### src/rtl/game_pkg.sv
// Shared definitions for the rhythm-game judge path: lane count, combo
// width and ceiling, judge codes and the per-lane FSM state type.
package game_pkg;

    localparam int         LANES     = 2;
    localparam int         COMBO_W   = 8;
    localparam logic [7:0] COMBO_MAX = 8'd255;

    localparam logic [1:0] JUDGE_NONE = 2'b00;
    localparam logic [1:0] JUDGE_L0   = 2'b01;
    localparam logic [1:0] JUDGE_L1   = 2'b10;
    localparam logic [1:0] JUDGE_BOTH = 2'b11;

    typedef enum logic {
        IDLE   = 1'b0,
        WINDOW = 1'b1
    } lane_state_t;

endpackage

### src/rtl/lane_judge_fsm.sv
// One note lane: opens a hit window on note arrival and decides hit or
// miss for the note. The decision pulses are combinational for the
// deciding cycle; the top level registers them.
module lane_judge_fsm
    import game_pkg::*;
#(
    parameter int WINDOW_CYCLES = 8
) (
    input  logic clk,
    input  logic reset,
    input  logic note_arrive,
    input  logic press_edge,
    output logic hit,
    output logic miss
);

    // The arrival cycle is the first window cycle, so the counter is
    // loaded one below WINDOW_CYCLES-1 and hits 0 in the last window cycle.
    localparam logic [7:0] CNT_LOAD = 8'(WINDOW_CYCLES - 2);

    lane_state_t state, state_next;
    logic [7:0]  cnt, cnt_next;

    // State and window counter register
    always_ff @(posedge clk) begin
        if (reset) begin
            state <= IDLE;
            cnt   <= 8'd0;
        end else begin
            state <= state_next;
            cnt   <= cnt_next;
        end
    end

    // Next-state and hit/miss decision for the current cycle
    always_comb begin
        state_next = state;
        cnt_next   = cnt;
        hit        = 1'b0;
        miss       = 1'b0;
        case (state)
            IDLE: begin
                if (note_arrive) begin
                    if (press_edge) begin
                        hit = 1'b1;
                    end else begin
                        state_next = WINDOW;
                        cnt_next   = CNT_LOAD;
                    end
                end
            end
            WINDOW: begin
                if (press_edge) begin
                    hit = 1'b1;
                    if (note_arrive) begin
                        cnt_next = CNT_LOAD;
                    end else begin
                        state_next = IDLE;
                        cnt_next   = 8'd0;
                    end
                end else if (note_arrive) begin
                    miss     = 1'b1;
                    cnt_next = CNT_LOAD;
                end else if (cnt == 8'd0) begin
                    miss       = 1'b1;
                    state_next = IDLE;
                end else begin
                    cnt_next = cnt - 8'd1;
                end
            end
            default: begin
                state_next = IDLE;
                cnt_next   = 8'd0;
            end
        endcase
    end

endmodule

### src/rtl/note_hit_judge.sv
// Note hit judge: press-edge detection, two lane FSMs, registered
// judge/miss pulses and saturating combo / max_combo tracking.
// Optional button debouncer enabled by defining NOTE_HIT_JUDGE_DEBOUNCE_EN.
module note_hit_judge
    import game_pkg::*;
#(
    parameter int WINDOW_CYCLES   = 8,
    parameter int DEBOUNCE_CYCLES = 4
) (
    input  logic               clk,
    input  logic               reset,
    input  logic [LANES-1:0]   note_arrive,
    input  logic [LANES-1:0]   btn,
    output logic [1:0]         judge,
    output logic [COMBO_W-1:0] combo,
    output logic [LANES-1:0]   miss,
    output logic [COMBO_W-1:0] max_combo
);

    if (WINDOW_CYCLES < 2 || WINDOW_CYCLES > 255) begin : g_bad_window
        $error("WINDOW_CYCLES must be in 2..255");
    end
    if (DEBOUNCE_CYCLES < 1) begin : g_bad_debounce
        $error("DEBOUNCE_CYCLES must be at least 1");
    end

    function automatic logic [COMBO_W-1:0] sat_combo(input logic [COMBO_W:0] sum);
        return sum[COMBO_W] ? COMBO_MAX : sum[COMBO_W-1:0];
    endfunction

    logic [LANES-1:0] btn_lvl;
    logic [LANES-1:0] btn_prev;

`ifdef NOTE_HIT_JUDGE_DEBOUNCE_EN
    localparam int DB_W = $clog2(DEBOUNCE_CYCLES + 1);

    logic [LANES-1:0] btn_filt;
    logic [DB_W-1:0]  db_cnt [LANES];

    // Filtered level follows the raw level only after a sustained difference
    always_ff @(posedge clk) begin
        for (int i = 0; i < LANES; i++) begin
            if (reset) begin
                btn_filt[i] <= 1'b1;
                db_cnt[i]   <= '0;
            end else if (btn[i] != btn_filt[i]) begin
                if (db_cnt[i] == DB_W'(DEBOUNCE_CYCLES - 1)) begin
                    btn_filt[i] <= btn[i];
                    db_cnt[i]   <= '0;
                end else begin
                    db_cnt[i] <= db_cnt[i] + 1'b1;
                end
            end else begin
                db_cnt[i] <= '0;
            end
        end
    end

    assign btn_lvl = btn_filt;
`else
    assign btn_lvl = btn;
`endif

    // ---- p0: deciding cycle (edge detect, lane decisions, combo math)
    logic [LANES-1:0]   press_edge_p0;
    logic [LANES-1:0]   hit_p0;
    logic [LANES-1:0]   miss_p0;
    logic [1:0]         hit_cnt_p0;
    logic [COMBO_W:0]   combo_sum_p0;
    logic [COMBO_W-1:0] combo_next_p0;
    logic [COMBO_W-1:0] max_next_p0;

    assign press_edge_p0 = btn_lvl & ~btn_prev;

    for (genvar i = 0; i < LANES; i++) begin : g_lane
        lane_judge_fsm #(
            .WINDOW_CYCLES (WINDOW_CYCLES)
        ) u_fsm (
            .clk         (clk),
            .reset       (reset),
            .note_arrive (note_arrive[i]),
            .press_edge  (press_edge_p0[i]),
            .hit         (hit_p0[i]),
            .miss        (miss_p0[i])
        );
    end

    assign hit_cnt_p0    = {1'b0, hit_p0[0]} + {1'b0, hit_p0[1]};
    assign combo_sum_p0  = {1'b0, combo} + {{(COMBO_W - 1){1'b0}}, hit_cnt_p0};
    assign combo_next_p0 = (|miss_p0) ? {{(COMBO_W - 2){1'b0}}, hit_cnt_p0}
                                      : sat_combo(combo_sum_p0);
    assign max_next_p0   = (combo_next_p0 > max_combo) ? combo_next_p0 : max_combo;

    // ---- p1: registered outputs
    // Edge history starts high so a button held through reset is not a press
    always_ff @(posedge clk) begin
        if (reset) begin
            btn_prev  <= '1;
            judge     <= JUDGE_NONE;
            miss      <= '0;
            combo     <= '0;
            max_combo <= '0;
        end else begin
            btn_prev  <= btn_lvl;
            judge     <= hit_p0;
            miss      <= miss_p0;
            combo     <= combo_next_p0;
            max_combo <= max_next_p0;
        end
    end

endmodule

### config.mk
export PLATFORM = sky130hd
export DESIGN_NAME = note_hit_judge
export DESIGN_NICKNAME = d
export VERILOG_FILES = /design/src/rtl/game_pkg.sv /design/src/rtl/lane_judge_fsm.sv /design/src/rtl/note_hit_judge.sv
export SDC_FILE = /design/constraint.sdc
export NUM_CORES = 1
export LEC_CHECK = 0
export CORE_ASPECT_RATIO = 1.75
export CORE_MARGIN = 1
export CORE_UTILIZATION = 40
export CTS_CLUSTER_SIZE = 10
export DETAILED_ROUTE_END_ITERATION = 10
export HOLD_SLACK_MARGIN = 0.02
export PLACE_DENSITY = 0.69
export SYNTH_ARGS = -nofsm -noshare
export SYNTH_HDL_FRONTEND = slang
export SYNTH_SLANG_ARGS = --single-unit
### constraint.sdc
create_clock -name clk -period 7.74 [get_ports clk]
set_clock_uncertainty 0.2 [all_clocks]
set_input_delay 1.548 -clock clk [delete_from_list [all_inputs] [get_ports clk]]
set_output_delay 1.548 -clock clk [all_outputs]
set_load 0.05 [all_outputs]
==> impl_metrics.py, run 1 <==
metrics = {
    "sta": {
        "post-route-min-period_ns": 5.517,
        "final-max-slew-violation-count": 0,
        "max_freq_mhz": 181.2,
        "max_slew_margin_pct": 65.66,
        "report.final.setup_viol": 0,
        "rsz0062_at_grt": "no",
        "setup_tns_ns": 0,
        "finalHoldViolCount": 0,
        "max_slew.worst_pin.slew_ns": 0.5151,
        "period_share_pct": 71.28,
    },
    "critical_path": {
        "start_kind": "primary input",
        "crit_required_ns": 7.76,
        "critPathMaxStageDelay_ns": 0.50,
        "critPathBufInv": 2,
        "path_cells": "clkdlybuf4s50_1 > nor2_1 > nor2_1 > ha_1 > ha_1 > fa_1 > and4_1 > nand4_1 > a21oi_1 > a21oi_1 > inv_1 > ha_1 > nor2b_1 > o211ai_1 > a21oi_1 > o22ai_2 > nor2b_1 > o2bb2ai_1",
        "path_class": "primary input to flip-flop",
        "worstPathMaxFanout": 8,
        "slowest_stage": "clkdlybuf4s50_1",
        "cp-end-kind": "flip-flop",
        "timing.critical_path.max_delay_family": "adder cells",
        "rrSetupSlack_ns": 3.60,
        "arrival_ns": 5.54,
    },
    "die": {
        "rows": 34,
        "dieHeight_um": 97.87,
        "coreArea_sq_mm": 0.005020,
        "io_pins": 26,
        "start_util_pct": 41.85,
        "die-area_sq_mm": 0.005557,
        "dieWidth_um": 56.78,
    },
    "layout": {
        "syn_to_final_growth_pct": 19.42,
        "final_common_cell": "dfxtp_1",
        "drive_above_1_share_pct": 7.895,
        "nets": 287,
        "fillers": 496,
        "fin_area_sq_mm": 0.002509,
        "n_antenna_cell": 0,
        "finalNonFillerCells": 320,
        "layout_common_cells": "40 x dfxtp_1, 35 x nor2_1, 25 x clkdlybuf4s50_1",
        "seq_area_sq_um": 800.8,
        "multi_input_area_sq_mm": 0.001206,
        "fin_util_pct": 49.98,
    },
    "cts": {
        "cts_tree": "yes",
        "post_cts_buffers": 0,
        "hold_buffers": 0,
        "insertion_delay_ns": 0.29,
        "numCtsBuffers": 5,
        "cts_resized": 0,
        "htree_levels": 2,
        "path_clk_slew_ns": 0.07,
        "clkSinkCount": 40,
        "ctsLongestPathBuffers": 2,
        "clock-root-buffer": "clkbuf_8",
    },
    "synthesis": {
        "syn_area_sq_mm": 0.002101,
        "synth_cell_types": 45,
        "synth_cells": 237,
        "synth_edf_count": 0,
        "syn_nets": 259,
        "ys_ff_latch": 40,
        "synthTopCellsByArea": "dfxtp_1 38%, ha_1 8.9%, nor2_1 6.3%",
        "synth_top_area_cell": "dfxtp_1",
        "yosysSeqAreaShare_pct": 38.12,
        "ys.flop_type": "dfxtp_1",
        "synth_area_per_cell_sq_um": 8.864,
        "ys_warn_count": 0,
        "synth_top_area_share_pct": 38.12,
        "synth-async-reset-ratio_pct": 0,
    },
    "placement": {
        "dpl_cell_area_sq_mm": 0.002392,
        "place_inst": 312,
        "numPortBuffers": 25,
        "place_congestion": 0.8150,
        "hpwl_mm": 3.097,
    },
    "routing": {
        "drt-initial-drc-count": 66,
        "routedWlPerCell_um": 13.12,
        "viasPerCell": 5.403,
        "vias": 1729,
        "drc": 2,
        "ant_nets": 0,
        "drt_wl_total_mm": 4.198,
        "dr.pass1.iters": 7,
    },
    "power": {
        "leakagePower_uw": 0.001023,
        "power_uw": 511.6,
        "pwr-share-seq_pct": 44.8,
        "power_switching_uw": 151.1,
        "p_comb_share_pct": 21.3,
        "swShare_pct": 29.53,
        "p_int_uw": 360.5,
        "p_clk_share_pct": 33.9,
        "power.density_mw_per_mm2": 203.9,
        "peakVddDrop_uv": 104.9,
    },
    "grt": {
        "grt_util_all_layers_pct": 16.32,
        "grt_pass1_vias": 1635,
        "antenna_found_initial": 0,
        "grt_pass1_wl_mm": 7.245,
        "grt_max_degree": 31,
        "globalRoute.totalOverflow": 0,
    },
    "worst_hold_path": {
        "holdCritPathClass": "flip-flop to flip-flop",
    },
    "status": {
        "outcome": "finished with violations",
        "violations": "DRC",
    },
    "flow_run": {
        "maxCapViolations": 0,
    },
}
final timing paths:
check	start	to	depth (start not counted)
min	max_combo[1]$_SDFFE_PP0N_	max_combo[1]$_SDFFE_PP0N_	1
max reg2reg	btn_prev[0]$_SDFF_PP1_	max_combo[1]$_SDFFE_PP0N_	17
max	note_arrive[1]	max_combo[1]$_SDFFE_PP0N_	18
min reg2reg	max_combo[1]$_SDFFE_PP0N_	max_combo[1]$_SDFFE_PP0N_	1
per-layer routing:
layer	track usage [%]	up-vias	routed length (um)
li1	-	886	-
met1	19.18	807	1798
met2	28.30	29	2180
met3	3.046	7	144
met4	7.317	0	75
met5	0	-	0
cell type report:
| cell class | instances | area share (%) |
|---|---|---|
| Tap cell | 54 | 2.693 |
| Inverter | 16 | 2.394 |
| Timing Repair Buffer | 26 | 10.27 |
| Clock inverter | 3 | 1.895 |
| Clock buffer | 5 | 2.743 |
| Multi-Input combinational cell | 176 | 48.08 |
| Sequential cell | 40 | 31.92 |
kinds of logic (layout without fill, tap and decap cells):
logic type	count (synthesis)	in the layout	synth area share, %
AO/OA/AOI/OAI	47	47	15.07
XOR/XNOR	12	12	5.003
adder cells (fa/ha/maj)	16	16	9.887
buffers and inverters	21	50	4.467
flip-flops	40	40	38.12
multiplexers	7	7	3.335
AND/OR/NAND/NOR	94	94	24.12
power groups by stage:
stage / logic (uW) / clock network (uW) / registers, uW
after CTS: 109 / 180 / 229
final: 109 / 173 / 229
after global routing: 123 / 189 / 231
after floorplan: 82.2 / 0 / 239
after global placement: 107 / 0 / 234
after detailed placement: 109 / 0 / 234
state kept, by name (all words and copies together), names as in the netlist:
name / cells
btn_prev: 2
combo: 8
g_lane.u_fsm.cnt: 16
g_lane.u_fsm.state: 2
judge: 2
max_combo: 8
miss: 2
Yosys cell counts, types with 5 or more instances:
| library cell | instances |
|---|---|
| nand2_1 | 8 |
| inv_1 | 16 |
| nor2b_1 | 6 |
| nand4_1 | 5 |
| xor2_1 | 8 |
| dfxtp_1 | 40 |
| o21ai_0 | 6 |
| nor3_1 | 9 |
| a21oi_1 | 16 |
| ha_1 | 15 |
| mux2i_1 | 7 |
| nor2_1 | 35 |
| nand3_1 | 6 |
through the flow:
step,hold slack (ns),setup WS (ns)
4_1_cts,0.3032,2.247
2_1_floorplan,0.2802,2.848
3_5_place_dp,0.2914,1.966
3_3_place_gp,0.2891,2.071
5_1_grt,0.3186,1.934
6_report,0.2983,2.223
Power figures use the tool's default switching activity.
==> run 2, diff against run 1 <==
PLACE_DENSITY = 0.71   (was 0.69)
clock period = 4.9 ns   (was 7.74 ns; I/O delays follow)
==> run 2 against run 1 <==
  * The flow still finishes with violations (DRC)
  * Core utilization grew 1.7 points
  * Non-clock buffer count grew 11
  * Cell count grew 3.4%
  * Count of clock-buffer cells in the layout is 1 higher
  * Critical path depth up 1
  * Worst hold slack worse by 0.0023 ns
  * Register-to-register slack worse by 2.6 ns
  * Global-route usage grew 0.81 points
  * Setup slack lost 1.9 ns
  * Critical path type unchanged
  * Largest power group unchanged
  * Highest routed layer unchanged
==> impl_metrics.py, run 2 (synthesis results as in run 1) <==
metrics = {
    "routing": {
        "vias": 1793,
        "dr.pass1.iters": 7,
        "drt-initial-drc-count": 71,
        "ant_nets": 0,
        "drc": 4,
        "drt_wl_total_mm": 4.256,
        "viasPerCell": 5.417,
        "routedWlPerCell_um": 12.86,
    },
    "cts": {
        "clkSinkCount": 40,
        "htree_levels": 2,
        "ctsLongestPathBuffers": 2,
        "hold_buffers": 0,
        "cts_resized": 0,
        "path_clk_slew_ns": 0.07,
        "clock-root-buffer": "clkbuf_8",
        "post_cts_buffers": 0,
        "numCtsBuffers": 5,
        "cts_tree": "yes",
        "insertion_delay_ns": 0.29,
    },
    "grt": {
        "antenna_found_initial": 0,
        "globalRoute.totalOverflow": 0,
        "grt_pass1_wl_mm": 7.569,
        "grt_pass1_vias": 1790,
        "grt_max_degree": 18,
        "grt_util_all_layers_pct": 17.13,
    },
    "sta": {
        "whs_ns": 0.2960,
        "finalHoldViolCount": 0,
        "max_slew.worst_pin.slew_ns": 0.6210,
        "report.final.setup_viol": 0,
        "post-route-min-period_ns": 4.554,
        "period_share_pct": 92.93,
        "rsz0062_at_grt": "no",
        "final-max-slew-violation-count": 0,
        "max_slew_margin_pct": 58.47,
        "max_freq_mhz": 219.6,
        "setup_tns_ns": 0,
    },
    "die": {
        "dieHeight_um": 97.87,
        "coreArea_sq_mm": 0.005020,
        "start_util_pct": 41.85,
        "io_pins": 26,
        "dieWidth_um": 56.78,
        "die-area_sq_mm": 0.005557,
        "rows": 34,
    },
    "placement": {
        "place_congestion": 0.7890,
        "numPortBuffers": 25,
        "hpwl_mm": 3.290,
    },
    "layout": {
        "nets": 298,
        "largest_register_ffs": 16,
        "syn_to_final_growth_pct": 23.59,
        "fin_util_pct": 51.72,
        "reg_top3": "g_lane.u_fsm.cnt x16, combo x8, max_combo x8",
        "n_antenna_cell": 0,
        "final_common_cell": "dfxtp_1",
        "top_register": "g_lane.u_fsm.cnt",
        "layout_common_cells": "40 x dfxtp_1, 35 x nor2_1, 25 x clkdlybuf4s50_1",
        "drive_above_1_share_pct": 11.55,
    },
    "critical_path": {
        "path_class": "primary input to flip-flop",
        "crit_required_ns": 4.92,
        "cp-end-kind": "flip-flop",
        "arrival_ns": 4.58,
        "worstPathMaxFanout": 5,
        "start_kind": "primary input",
    },
    "flow_run": {
        "maxCapViolations": 0,
    },
    "power": {
        "peakVddDrop_uv": 163.1,
        "power.density_mw_per_mm2": 319.1,
        "leakagePower_uw": 0.001075,
    },
    "status": {
        "violations": "DRC",
        "outcome": "finished with violations",
    },
    "worst_hold_path": {
        "holdCritPathClass": "flip-flop to flip-flop",
    },
}
[run 2: cell count changes in the layout (fill, tap and decap cells not counted)]
cell,previous run,this run
clkinv_4,2,1
buf_4,1,12
clkbuf_8,5,6
[run 2: area by class of cell]
| cell class | count | area (sq um) |
|---|---|---|
| clock buffers | 6 | 82.58 |
| clock inverters | 2 | 38.79 |
| fillers | 489 | 2424 |
| inverters | 16 | 60.06 |
| multi-input cells | 176 | 1206 |
| flip-flops and latches | 40 | 800.8 |
| well taps | 54 | 67.56 |
| repair buffers | 37 | 340.3 |
[run 2: stage by stage]
stage | area, sq um | setup WS [ns] | total power [uW] | instances
finish | 2596 | 0.3464 | 828.5 | 331
global route | 2596 | 0.03970 | 876.4 | 331
CTS | 2596 | 0.3383 | 839.5 | 331
floorplan | 2101 | 0.5758 | 507.4 | 237
detailed placement | 2475 | 0.03528 | 553.5 | 323
global placement | 2475 | 0.1022 | 549.5 | 323
[run 2: final timing paths]
check | start | endpoint | slack, ns | cells after the start
max reg2reg | g_lane[0].u_fsm.state$_SDFF_PP0_ | max_combo[0]$_SDFFE_PP0N_ | 1.04 | 18
min | max_combo[1]$_SDFFE_PP0N_ | max_combo[1]$_SDFFE_PP0N_ | 0.30 | 1
min reg2reg | max_combo[1]$_SDFFE_PP0N_ | max_combo[1]$_SDFFE_PP0N_ | 0.30 | 1
max | btn[1] | max_combo[0]$_SDFFE_PP0N_ | 0.35 | 19
[run 2: report_power, final]
| group | leakage [uW] | switching, uW | internal [uW] |
|---|---|---|---|
| clock | 0.0000614 | 117 | 167 |
| sequential | 0.000326 | 20.0 | 343 |
| combinational | 0.000688 | 99.2 | 83.4 |
| total | 0.00108 | 236 | 593 |
[run 2: critical path: stages]
cell	delay, ns
clkdlybuf4s50_1	0.48
nand2b_1	0.08
nor2_1	0.12
ha_1	0.27
ha_1	0.22
fa_1	0.41
and4_1	0.21
nand4_1	0.15
a21oi_1	0.09
a21oi_1	0.18
inv_1	0.07
ha_1	0.28
nor2b_1	0.13
o211ai_1	0.09
a21oi_1	0.16
o22ai_2	0.09
buf_4	0.16
or2_2	0.28
o2bb2ai_1	0.13
[run 2: layer usage]
layer	global-route usage [%]	share of wire, %	vias up
met5	0	0	-
met4	7.880	2.2	0
met3	3.709	2.4	6
met2	31.50	55	25
met1	18.09	41	852
li1	-	-	910
==> run 3, diff against run 2 <==
CTS_CLUSTER_SIZE = 40   (was 10)
HOLD_SLACK_MARGIN = 0.03   (was 0.02)
PLACE_DENSITY = 0.7   (was 0.71)
SYNTH_HIERARCHICAL = 1   (was not set)
==> run 3 against run 2 <==
  * The flow now finishes without violations
  * Setup slack worse by 0.15 ns
  * Cell count is 14% higher
  * Register-to-register slack worse by 0.15 ns
  * Total power is 16% higher
  * Worst hold slack better by 0.014 ns
  * Largest power group unchanged
  * Highest routed layer unchanged
==> impl_metrics.py, run 3 <==
metrics = {
    "critical_path": {
        "path_cells": "clkdlybuf4s50_1 > nor2b_2 > inv_1 > nor2_2 > ha_1 > ha_2 > fa_1 > or3_1 > o22ai_2 > inv_1 > ha_1 > nor2b_1 > o211ai_1 > a21oi_1 > o22ai_2 > buf_6 > mux2_2",
        "crit_required_ns": 4.88,
        "critPathMaxStageDelay_ns": 0.47,
        "r2r-start": "g_lane[1].u_fsm/state$_SDFF_PP0_",
        "slowest_stage": "clkdlybuf4s50_1",
        "critPathBufInv": 4,
        "critPathLaunch": "btn[1]",
        "timing.critical_path.max_delay_family": "adder cells",
        "arrival_ns": 4.69,
        "start_kind": "primary input",
        "path_class": "primary input to flip-flop",
        "worstPathMaxFanout": 4,
        "cp-end-kind": "flip-flop",
    },
    "placement": {
        "dpl_cell_area_sq_mm": 0.002809,
        "preCtsSetupSlack_ns": -0.2025,
        "numPortBuffers": 25,
        "place_congestion": 0.8156,
        "place_inst": 369,
        "hpwl_mm": 4.133,
    },
    "layout": {
        "syn_to_final_growth_pct": 21.97,
        "multi_input_area_sq_mm": 0.001508,
        "final_common_cell": "dfxtp_1",
        "top_register": "g_lane.u_fsm/cnt",
        "drive_above_1_share_pct": 20.67,
        "finalNonFillerCells": 378,
        "n_antenna_cell": 0,
        "fillers": 597,
        "nets": 321,
        "layout_common_cells": "40 x dfxtp_1, 25 x clkdlybuf4s50_1, 18 x nand2_1, 18 x nor2_1, 17 x inv_1",
        "fin_area_sq_mm": 0.002938,
        "seq_area_sq_um": 800.8,
        "largest_register_ffs": 16,
        "reg_top3": "g_lane.u_fsm/cnt x16, combo x8, max_combo x8",
    },
    "grt": {
        "grt_util_all_layers_pct": 18.18,
        "globalRoute.totalOverflow": 0,
        "grt_pass1_wl_mm": 8.859,
        "grt_max_degree": 16,
        "antenna_found_initial": 0,
        "grt_pass1_vias": 2031,
    },
    "synthesis": {
        "yosysMostFrequentCell": "dfxtp_1",
        "ys_warn_count": 6,
        "synth_top_area_share_pct": 33.25,
        "ys_ff_latch": 40,
        "synth_edf_count": 0,
        "synthTopCellsByArea": "dfxtp_1 33%, ha_1 7.8%, mux2i_1 5.8%",
        "syn_area_sq_mm": 0.002409,
        "yosysSeqAreaShare_pct": 33.25,
        "synth_cell_types": 50,
        "ys.flop_type": "dfxtp_1",
        "synth_cells": 262,
        "synthTopCellsByCount": "40 x dfxtp_1, 19 x nor2_1, 18 x nand2_1",
        "syn_nets": 284,
        "synth_top_area_cell": "dfxtp_1",
        "synth_area_per_cell_sq_um": 9.193,
        "synth-async-reset-ratio_pct": 0,
    },
    "routing": {
        "drt-initial-drc-count": 56,
        "drt_wl_total_mm": 5.476,
        "ant_nets": 0,
        "viasPerCell": 5.566,
        "vias": 2104,
        "drc": 0,
        "routedWlPerCell_um": 14.49,
        "dr.pass1.iters": 4,
    },
    "worst_hold_path": {
        "holdCritPathClass": "flip-flop to flip-flop",
        "hp-start": "g_lane[1].u_fsm/cnt[7]$_SDFFE_PP0P_",
    },
    "sta": {
        "report.final.setup_viol": 0,
        "fin_ws_ns": 0.1962,
        "post-route-min-period_ns": 4.704,
        "max_slew.worst_pin.slew_ns": 1.025,
        "period_share_pct": 96.00,
        "finalHoldViolCount": 0,
        "max_slew_margin_pct": 29.72,
        "max_freq_mhz": 212.6,
        "final-max-slew-violation-count": 0,
    },
    "die": {
        "die-area_sq_mm": 0.006348,
        "coreArea_sq_mm": 0.005833,
        "dieHeight_um": 104.7,
        "rows": 37,
        "start_util_pct": 41.29,
        "io_pins": 26,
        "dieWidth_um": 60.66,
    },
    "flow_run": {
        "maxCapViolations": 0,
    },
    "cts": {
        "insertion_delay_ns": 0.29,
        "htree_levels": 2,
        "clkSinkCount": 40,
        "clock-root-buffer": "clkbuf_8",
        "cts_tree": "yes",
        "ctsLongestPathBuffers": 2,
        "path_clk_slew_ns": 0.08,
        "numCtsBuffers": 5,
        "hold_buffers": 0,
    },
    "status": {
        "outcome": "complete, no violations",
    },
    "power": {
        "peakVddDrop_uv": 259.9,
        "leakagePower_uw": 0.001150,
        "power.density_mw_per_mm2": 328.0,
    },
}
## run 3: final cells by class
cell class	count	area share (%)
multi-input combinational	195	51.32
sequential	40	27.26
clock buffer	6	2.811
inverter	17	2.172
timing repair buffer	40	12.61
clock inverter	2	0.5111
tap	78	3.322
## run 3: worst min-delay path: stages (launching register included)
cell     delay, ns
dfxtp_1       0.34
nand3_1       0.07
mux2i_1       0.06
## run 3: layer usage
layer | GRT usage (%) | vias to the layer above | wire length [um]
met1 | 17.90 | 1016 | 2095
met4 | 9.416 | 0 | 157
met3 | 2.970 | 14 | 147
li1 | - | 1035 | -
met2 | 33.83 | 39 | 3076
met5 | 0 | - | 0
## run 3: stage by stage
stage,total power (uW),hold WS [ns],utilization (%),TNS [ns]
3_5_place_dp,717.3,0.3015,48.16,-1.505
4_1_cts,955.9,0.3126,49.83,0
5_1_grt,1020,0.3380,50.36,-0.005639
3_3_place_gp,709.8,0.2841,48.16,-0.2921
6_report,963.6,0.3098,50.36,0
2_1_floorplan,605.9,0.2744,-,0
## run 3: repair_timing
item / 4_1_cts / 5_1_grt
endpoints found under the setup margin: 0 / 8
resized for setup: 0 / 7
setup buffers: 0 / 1
hold endpoints to repair: 0 / 0
## run 3: cells by family (layout without fill, tap and decap cells)
kind of cell             after synthesis  in the layout  share of synthesized area (%)
AO/OA/AOI/OAI                         49             49                          16.26
adder cells (fa/ha/maj)               16             16                          8.623
buffers and inverters                 27             65                          4.831
flip-flops                            40             40                          33.25
multiplexers                          22             22                          9.558
AND/OR/NAND/NOR                      108            108                          27.48
## run 3: path summary, 6_finish.rpt
check        slack, ns  cells past startpoint                                   to
max               0.20                     17            max_combo[5]$_SDFFE_PP0N_
max reg2reg       0.89                     15            max_combo[5]$_SDFFE_PP0N_
min reg2reg       0.31                      2  g_lane[1].u_fsm/cnt[7]$_SDFFE_PP0P_
min               0.31                      2  g_lane[1].u_fsm/cnt[7]$_SDFFE_PP0P_
## run 3: power by group
group | switching, uW | internal [uW]
registers | 25.2 | 347
logic | 181 | 176
clock network | 121 | 114
total | 327 | 637
